`config.mk`:
```
export PLATFORM = sky130hd
export DESIGN_NAME = ram_burst_ctrl
export DESIGN_NICKNAME = d
export VERILOG_FILES = /design/src/rtl/ram_burst_ctrl_pkg.sv /design/src/rtl/ram_burst_ctrl_rd_skid_fifo.sv /design/src/rtl/ram_burst_ctrl.sv
export SDC_FILE = /design/constraint.sdc
export NUM_CORES = 1
export LEC_CHECK = 0
export BUFFER_PORTS_ARGS = -buffer_cell sky130_fd_sc_hd__buf_2
export CAP_MARGIN = 20
export CELL_PAD_IN_SITES_DETAIL_PLACEMENT = 1
export CELL_PAD_IN_SITES_GLOBAL_PLACEMENT = 1
export CORE_UTILIZATION = 35
export DETAILED_ROUTE_END_ITERATION = 8
export PLACE_DENSITY_LB_ADDON = 0.05
export SLEW_MARGIN = 0
export SYNTH_ARGS = -nofsm -noshare
export SYNTH_HDL_FRONTEND = slang
export SYNTH_HIERARCHICAL = 1
export SYNTH_SLANG_ARGS = --single-unit
```
`constraint.sdc`:
```
create_clock -name clk -period 4.05 [get_ports clk]
set_input_delay 0.405 -clock clk [delete_from_list [all_inputs] [get_ports clk]]
set_output_delay 0.405 -clock clk [all_outputs]
set_load 0.05 [all_outputs]
```
`src/rtl/ram_burst_ctrl_pkg.sv`:
```
// Shared definitions for the RAM burst controller: FSM state encoding and default widths.
package ram_burst_ctrl_pkg;

  localparam int DEF_ADDR_W = 5;
  localparam int DEF_DATA_W = 32;
  localparam int DEF_LEN_W  = 5;

  typedef enum logic [1:0] {
    ST_IDLE  = 2'd0,
    ST_WRITE = 2'd1,
    ST_READ  = 2'd2,
    ST_DRAIN = 2'd3
  } state_e;

endpackage

```
`src/rtl/ram_burst_ctrl_rd_skid_fifo.sv`:
```
// Two-entry FIFO that parks RAM read data while the consumer applies backpressure.
module ram_burst_ctrl_rd_skid_fifo #(
  parameter int DATA_W = 32
) (
  input  logic              clk,
  input  logic              rst_n,
  input  logic              push_i,
  input  logic [DATA_W-1:0] data_i,
  input  logic              pop_i,
  output logic [DATA_W-1:0] data_o,
  output logic              full_o,
  output logic              empty_o
);

  logic [DATA_W-1:0] mem_q [2];
  logic              wr_ptr_q, rd_ptr_q;
  logic [1:0]        count_q;

  always_ff @(posedge clk or negedge rst_n) begin
    if (!rst_n) begin
      wr_ptr_q <= 1'b0;
      rd_ptr_q <= 1'b0;
      count_q  <= 2'd0;
    end else begin
      if (push_i) wr_ptr_q <= ~wr_ptr_q;
      if (pop_i)  rd_ptr_q <= ~rd_ptr_q;
      case ({push_i, pop_i})
        2'b10:   count_q <= count_q + 2'd1;
        2'b01:   count_q <= count_q - 2'd1;
        default: count_q <= count_q;
      endcase
    end
  end

  // Storage carries no reset; the pointers alone define which entries are live.
  always_ff @(posedge clk) begin
    if (push_i) mem_q[wr_ptr_q] <= data_i;
  end

  assign data_o  = mem_q[rd_ptr_q];
  assign full_o  = (count_q == 2'd2);
  assign empty_o = (count_q == 2'd0);

endmodule

```
`src/rtl/ram_burst_ctrl.sv`:
```
// Burst sequencer in front of the single-port RAM: turns one request into consecutive
// single-cycle RAM accesses, fed by a write stream and draining into a read stream.
module ram_burst_ctrl
  import ram_burst_ctrl_pkg::*;
#(
  parameter int ADDR_W = DEF_ADDR_W,
  parameter int DATA_W = DEF_DATA_W,
  parameter int LEN_W  = DEF_LEN_W
) (
  input  logic              clk,
  input  logic              rst_n,
  input  logic              req_valid,
  output logic              req_ready,
  input  logic              req_write,
  input  logic [ADDR_W-1:0] req_addr,
  input  logic [LEN_W-1:0]  req_len,
  input  logic              wr_valid,
  output logic              wr_ready,
  input  logic [DATA_W-1:0] wr_data,
  output logic              rd_valid,
  input  logic              rd_ready,
  output logic [DATA_W-1:0] rd_data,
  output logic              busy,
  output logic              done,
  output logic              ram_ena,
  output logic              ram_wena,
  output logic [ADDR_W-1:0] ram_addr,
  output logic [DATA_W-1:0] ram_data_in,
  input  logic [DATA_W-1:0] ram_data_out
);

  state_e            state_q, state_d;
  logic [ADDR_W-1:0] cnt_q, cnt_d;
  logic [ADDR_W-1:0] last_addr_q, last_addr_d;
  logic [LEN_W-1:0]  left_q, left_d;
  logic              inflight_q, inflight_d;
  logic              done_q, done_d;

  logic              fifo_push, fifo_pop, fifo_full, fifo_empty;
  logic [DATA_W-1:0] fifo_head;
  logic [2:0]        occ;
  logic              consume, space_ok;

  ram_burst_ctrl_rd_skid_fifo #(
    .DATA_W (DATA_W)
  ) u_rd_fifo (
    .clk     (clk),
    .rst_n   (rst_n),
    .push_i  (fifo_push),
    .data_i  (ram_data_out),
    .pop_i   (fifo_pop),
    .data_o  (fifo_head),
    .full_o  (fifo_full),
    .empty_o (fifo_empty)
  );

  // An empty buffer lets the returning RAM word straight through, so a read beat
  // appears the cycle after its issue; otherwise the buffered head goes first.
  assign rd_valid  = !fifo_empty || inflight_q;
  assign rd_data   = (fifo_empty && inflight_q) ? ram_data_out : fifo_head;
  assign consume   = rd_valid && rd_ready;
  assign fifo_pop  = rd_ready && !fifo_empty;
  assign fifo_push = inflight_q && !(fifo_empty && rd_ready);

  // Occupancy counts the in-flight word as already buffered; issuing is safe when
  // at most one slot stays taken after this cycle's consumption.
  assign occ      = {1'b0, fifo_full, (!fifo_full && !fifo_empty)} + {2'b00, inflight_q};
  assign space_ok = (occ - {2'b00, consume}) < 3'd2;

  assign ram_data_in = wr_data;
  assign busy        = (state_q != ST_IDLE);
  assign done        = done_q;

  always_comb begin
    state_d     = state_q;
    cnt_d       = cnt_q;
    left_d      = left_q;
    last_addr_d = last_addr_q;
    inflight_d  = 1'b0;
    done_d      = 1'b0;
    req_ready   = 1'b0;
    wr_ready    = 1'b0;
    ram_ena     = 1'b0;
    ram_wena    = 1'b0;
    ram_addr    = last_addr_q;
    case (state_q)
      ST_IDLE: begin
        req_ready = 1'b1;
        if (req_valid) begin
          state_d = req_write ? ST_WRITE : ST_READ;
          cnt_d   = req_addr;
          left_d  = req_len;
        end
      end
      ST_WRITE: begin
        wr_ready = 1'b1;
        if (wr_valid) begin
          ram_ena     = 1'b1;
          ram_wena    = 1'b1;
          ram_addr    = cnt_q;
          last_addr_d = cnt_q;
          cnt_d       = cnt_q + ADDR_W'(1);
          if (left_q == '0) begin
            state_d = ST_IDLE;
            done_d  = 1'b1;
          end else begin
            left_d = left_q - LEN_W'(1);
          end
        end
      end
      ST_READ: begin
        if (space_ok) begin
          ram_ena     = 1'b1;
          ram_addr    = cnt_q;
          last_addr_d = cnt_q;
          inflight_d  = 1'b1;
          cnt_d       = cnt_q + ADDR_W'(1);
          if (left_q == '0) state_d = ST_DRAIN;
          else              left_d  = left_q - LEN_W'(1);
        end
      end
      ST_DRAIN: begin
        if (occ == {2'b00, consume}) begin
          state_d = ST_IDLE;
          done_d  = 1'b1;
        end
      end
      default: state_d = ST_IDLE;
    endcase
  end

  always_ff @(posedge clk or negedge rst_n) begin
    if (!rst_n) begin
      state_q     <= ST_IDLE;
      cnt_q       <= '0;
      left_q      <= '0;
      last_addr_q <= '0;
      inflight_q  <= 1'b0;
      done_q      <= 1'b0;
    end else begin
      state_q     <= state_d;
      cnt_q       <= cnt_d;
      left_q      <= left_d;
      last_addr_q <= last_addr_d;
      inflight_q  <= inflight_d;
      done_q      <= done_d;
    end
  end

endmodule

```
==> summary.md <==
| Metric | Value |
|---|---|
| Slew Limit Fails | `0` |
| Crit end category | `output port` |
| Initial antenna violation count | `0` |
| Gpl congestion | `0.7197` |
| Chip height | `115.7 µm` |
| Crit path to | `ram_addr[2]` |
| P_leak | `2.159 nW` |
| DRT Pass-1 Iters | `4` |
| Vias | `2664` |
| Reg2reg setup slack | `1.33 ns` |
| Final setup fails | `0` |
| TritonCTS clock tree | `done` |
| Fin nets | `471` |
| Headroom to the max-slew limit | `33.33%` |
| Clk_lat worst skew | `0.34 ns` |
| Crit path kind | `flop to output port` |
| Top cells by count, synth | `edfxtp_1 (64), mux2_2 (35), buf_4 (32), mux2_4 (29), dfrtp_1 (23)` |
| Root buffer cell | `clkbuf_16` |
| CTS resizes | `0` |
| Startpoint types | `flop` |
| Drt drc | `0` |
| Final-report hold violation count | `0` |
| Cells after Synth | `316` |
| Pwr dens | `872.4 mW/mm²` |
| Reg2Reg Launch Point | `u_rd_fifo/count_q[0]` |
| Clock Tree Buf Depth | `2` |
| Share of the synthesized area in the top cell type | `42.49%` |
| WL per Instance | `16.84 µm` |
| Final WL | `9364 µm` |
| Max_cap viols | `0` |
| Status | `completed` |
| R2R depth | `11` |
| Port-buffer cells | `91` |
| Crit path max fanout | `6` |
| Post-CTS Setup Repair Bufs | `0` |
| Synth cell types | `48` |
| Placed Instance Area | `0.004896 mm²` |
| Async SR Flop Fraction | `26.44%` |
| Synthesized area | `0.004523 mm²` |
| Worst Skew | `0.006699 ns` |
| WHS | `0.06149 ns` |
| Vias per cell | `4.791` |
| First-pass GRT wire length | `14150 µm` |
| Die ar. | `0.01338 mm²` |
| FP Rows | `41` |
| Die extent in x | `115.7 µm` |
| Largest net degree at the start of global routing | `33` |
| Post-DRT Antenna Nets | `0` |
| Mean Syn Cell Area | `14.31 µm²` |
| RSZ-0062 raised after global routing | `false` |
| Initial Util | `35.84%` |
| GRT Total Usage | `14.33%` |
| Sum of negative setup slack | `0 ns` |
| Clock sinks | `87` |
| Syn-to-layout area delta | `14.33%` |
| Critical Path AT | `3.09 ns` |
| Critical Path RT | `3.64 ns` |
| Diodes inserted | `0` |
| Crit path launch | `u_rd_fifo/count_q[0]` |
| Ys Warns | `6` |
| Least-Margin Pin Slew | `0.9977 ns` |
| Total CTS buffers | `9` |
| Top-Level Pins | `156` |
| Remaining global-route overflow | `0` |
| Violation count after the first detailed-route iteration | `62` |
| Vias in the first global route | `2711` |
| Reg-to-Reg End | `left_q[2]` |
| Post-synth EDFFs | `64` |
| Max Fclk | `0.2859 GHz` |
| Synth Flop Type | `edfxtp_1` |
| Hold bufs inserted after CTS | `0` |
| #FFs+latches synth | `87` |
| Final period util | `86.36%` |
| Finished Core Util | `40.98%` |
| Worst vdd ir | `409.9 µV` |
| Core area | `0.01262 mm²` |
| Synth area leader | `edfxtp_1` |
| Non-Filler Cell Area, Final | `0.005171 mm²` |
| Detailed Place HPWL | `6365 µm` |
| Seq/Total Area, Yosys | `55.21%` |
| Syn nets | `408` |
| Top post-synthesis cells by area | `edfxtp_1 (42%), dfrtp_1 (13%), mux2_4 (9.6%)` |
| Hold Path Class | `primary input to async pin` |
| Ratio of cells with drive above 1 in the final layout | `46.88%` |
| H-tree depth | `3` |
| Cell with the most instances after synthesis | `edfxtp_1` |
| Final min period | `3.497 ns` |
| Clk slew on worst S/H paths | `0.06 ns` |
==> metal layers <==
metal  GRT usage (%)  up-vias  part of all wire (%)
met1           17.99     1296                    45
met5               0        -                     0
met3           4.446       26                   5.6
met2           23.43       69                    48
li1                -     1273                     -
met4           4.957        0                   1.6
==> cell usage in the layout, fill, tap and decap left out, types with 3 or more instances in the layout <==
cell,synthesis,routed
buf_2,3,91
edfxtp_1,64,64
mux2_2,35,35
mux2_4,29,29
dfrtp_1,23,22
inv_1,12,12
ha_1,12,12
clkbuf_16,0,9
nor2_1,9,8
nand2_1,8,8
o21ai_0,6,6
a22o_1,6,6
buf_4,32,5
xor2_1,4,4
nor2b_1,4,4
mux2i_1,4,4
o31ai_1,4,4
a21oi_1,4,4
xnor2_1,3,3
a21boi_0,3,3
nor4_1,3,3
nand3_1,3,3
a31oi_1,3,3
==> metrics by stage <==
step,setup WS [ns],power (mW),std cells
global placement,0.9735,3.751,540
CTS,0.5214,4.587,556
floorplan,0.6008,3.403,316
global route,0.3899,4.806,556
detailed placement,0.9216,3.783,540
finish,0.5526,4.511,556
==> final cells by class <==
class | instances | area, µm²
repair buffers | 96 | 493.0
clock inverters | 4 | 28.78
inverters | 12 | 45.04
flip-flops and latches | 87 | 2499
multi-input cells | 173 | 1644
clock buffers | 12 | 246.5
well taps | 172 | 215.2
fillers | 1351 | 7448
==> worst min-delay path by stage <==
| stage | to | slack, ns | cells past startpoint |
|---|---|---|---|
| detailed placement | left_q[3] | 0.44 | 1 |
| global placement | left_q[4] | 0.44 | 1 |
| global route | u_rd_fifo/wr_ptr_q | 0.09 | 1 |
| finish | left_q[4] | 0.06 | 1 |
| floorplan | cnt_q[0] | 0.11 | 0 |
| CTS | u_rd_fifo/wr_ptr_q | 0.07 | 1 |
==> cells by family (layout without fill, tap and decap cells) <==
group                      Yosys count  count (layout)  share of synthesized area (%)
AOI/OAI and AO/OA                   42              42                          6.916
adders and majority gates           12              12                          3.319
DFF                                 87              87                          55.21
muxes                               68              68                          19.23
and+or+nand+nor                     44              44                          5.339
xor gates and xnor gates             7               7                          1.355
buffers and inverters               56             124                          8.631
==> critical path, stage by stage, from the launching register on <==
cell and delay [ns]:
dfrtp_1 0.42, nor2_1 0.26, nor2_1 0.09, ha_1 0.18, ha_1 0.29, inv_1 0.05
ha_1 0.22, xor2_1 0.18, o21ai_0 0.18, buf_4 0.17, nand3b_1 0.20, a22o_1 0.31
buf_2 0.22
==> report_power, final <==
| group | internal [mW] | switching [mW] |
|---|---|---|
| sequential | 1.18 | 0.167 |
| combinational | 0.848 | 1.55 |
| clock | 0.435 | 0.333 |
| total | 2.46 | 2.05 |
==> registers in the layout (all words and copies together), names as in the netlist <==
name,count
cnt_q,5
done,1
inflight_q,1
last_addr_q,5
left_q,5
state_q,2
u_rd_fifo/count_q,2
u_rd_fifo/mem_q,64
u_rd_fifo/rd_ptr_q,1
u_rd_fifo/wr_ptr_q,1
Note: power is estimated with default switching activity, not from simulation.
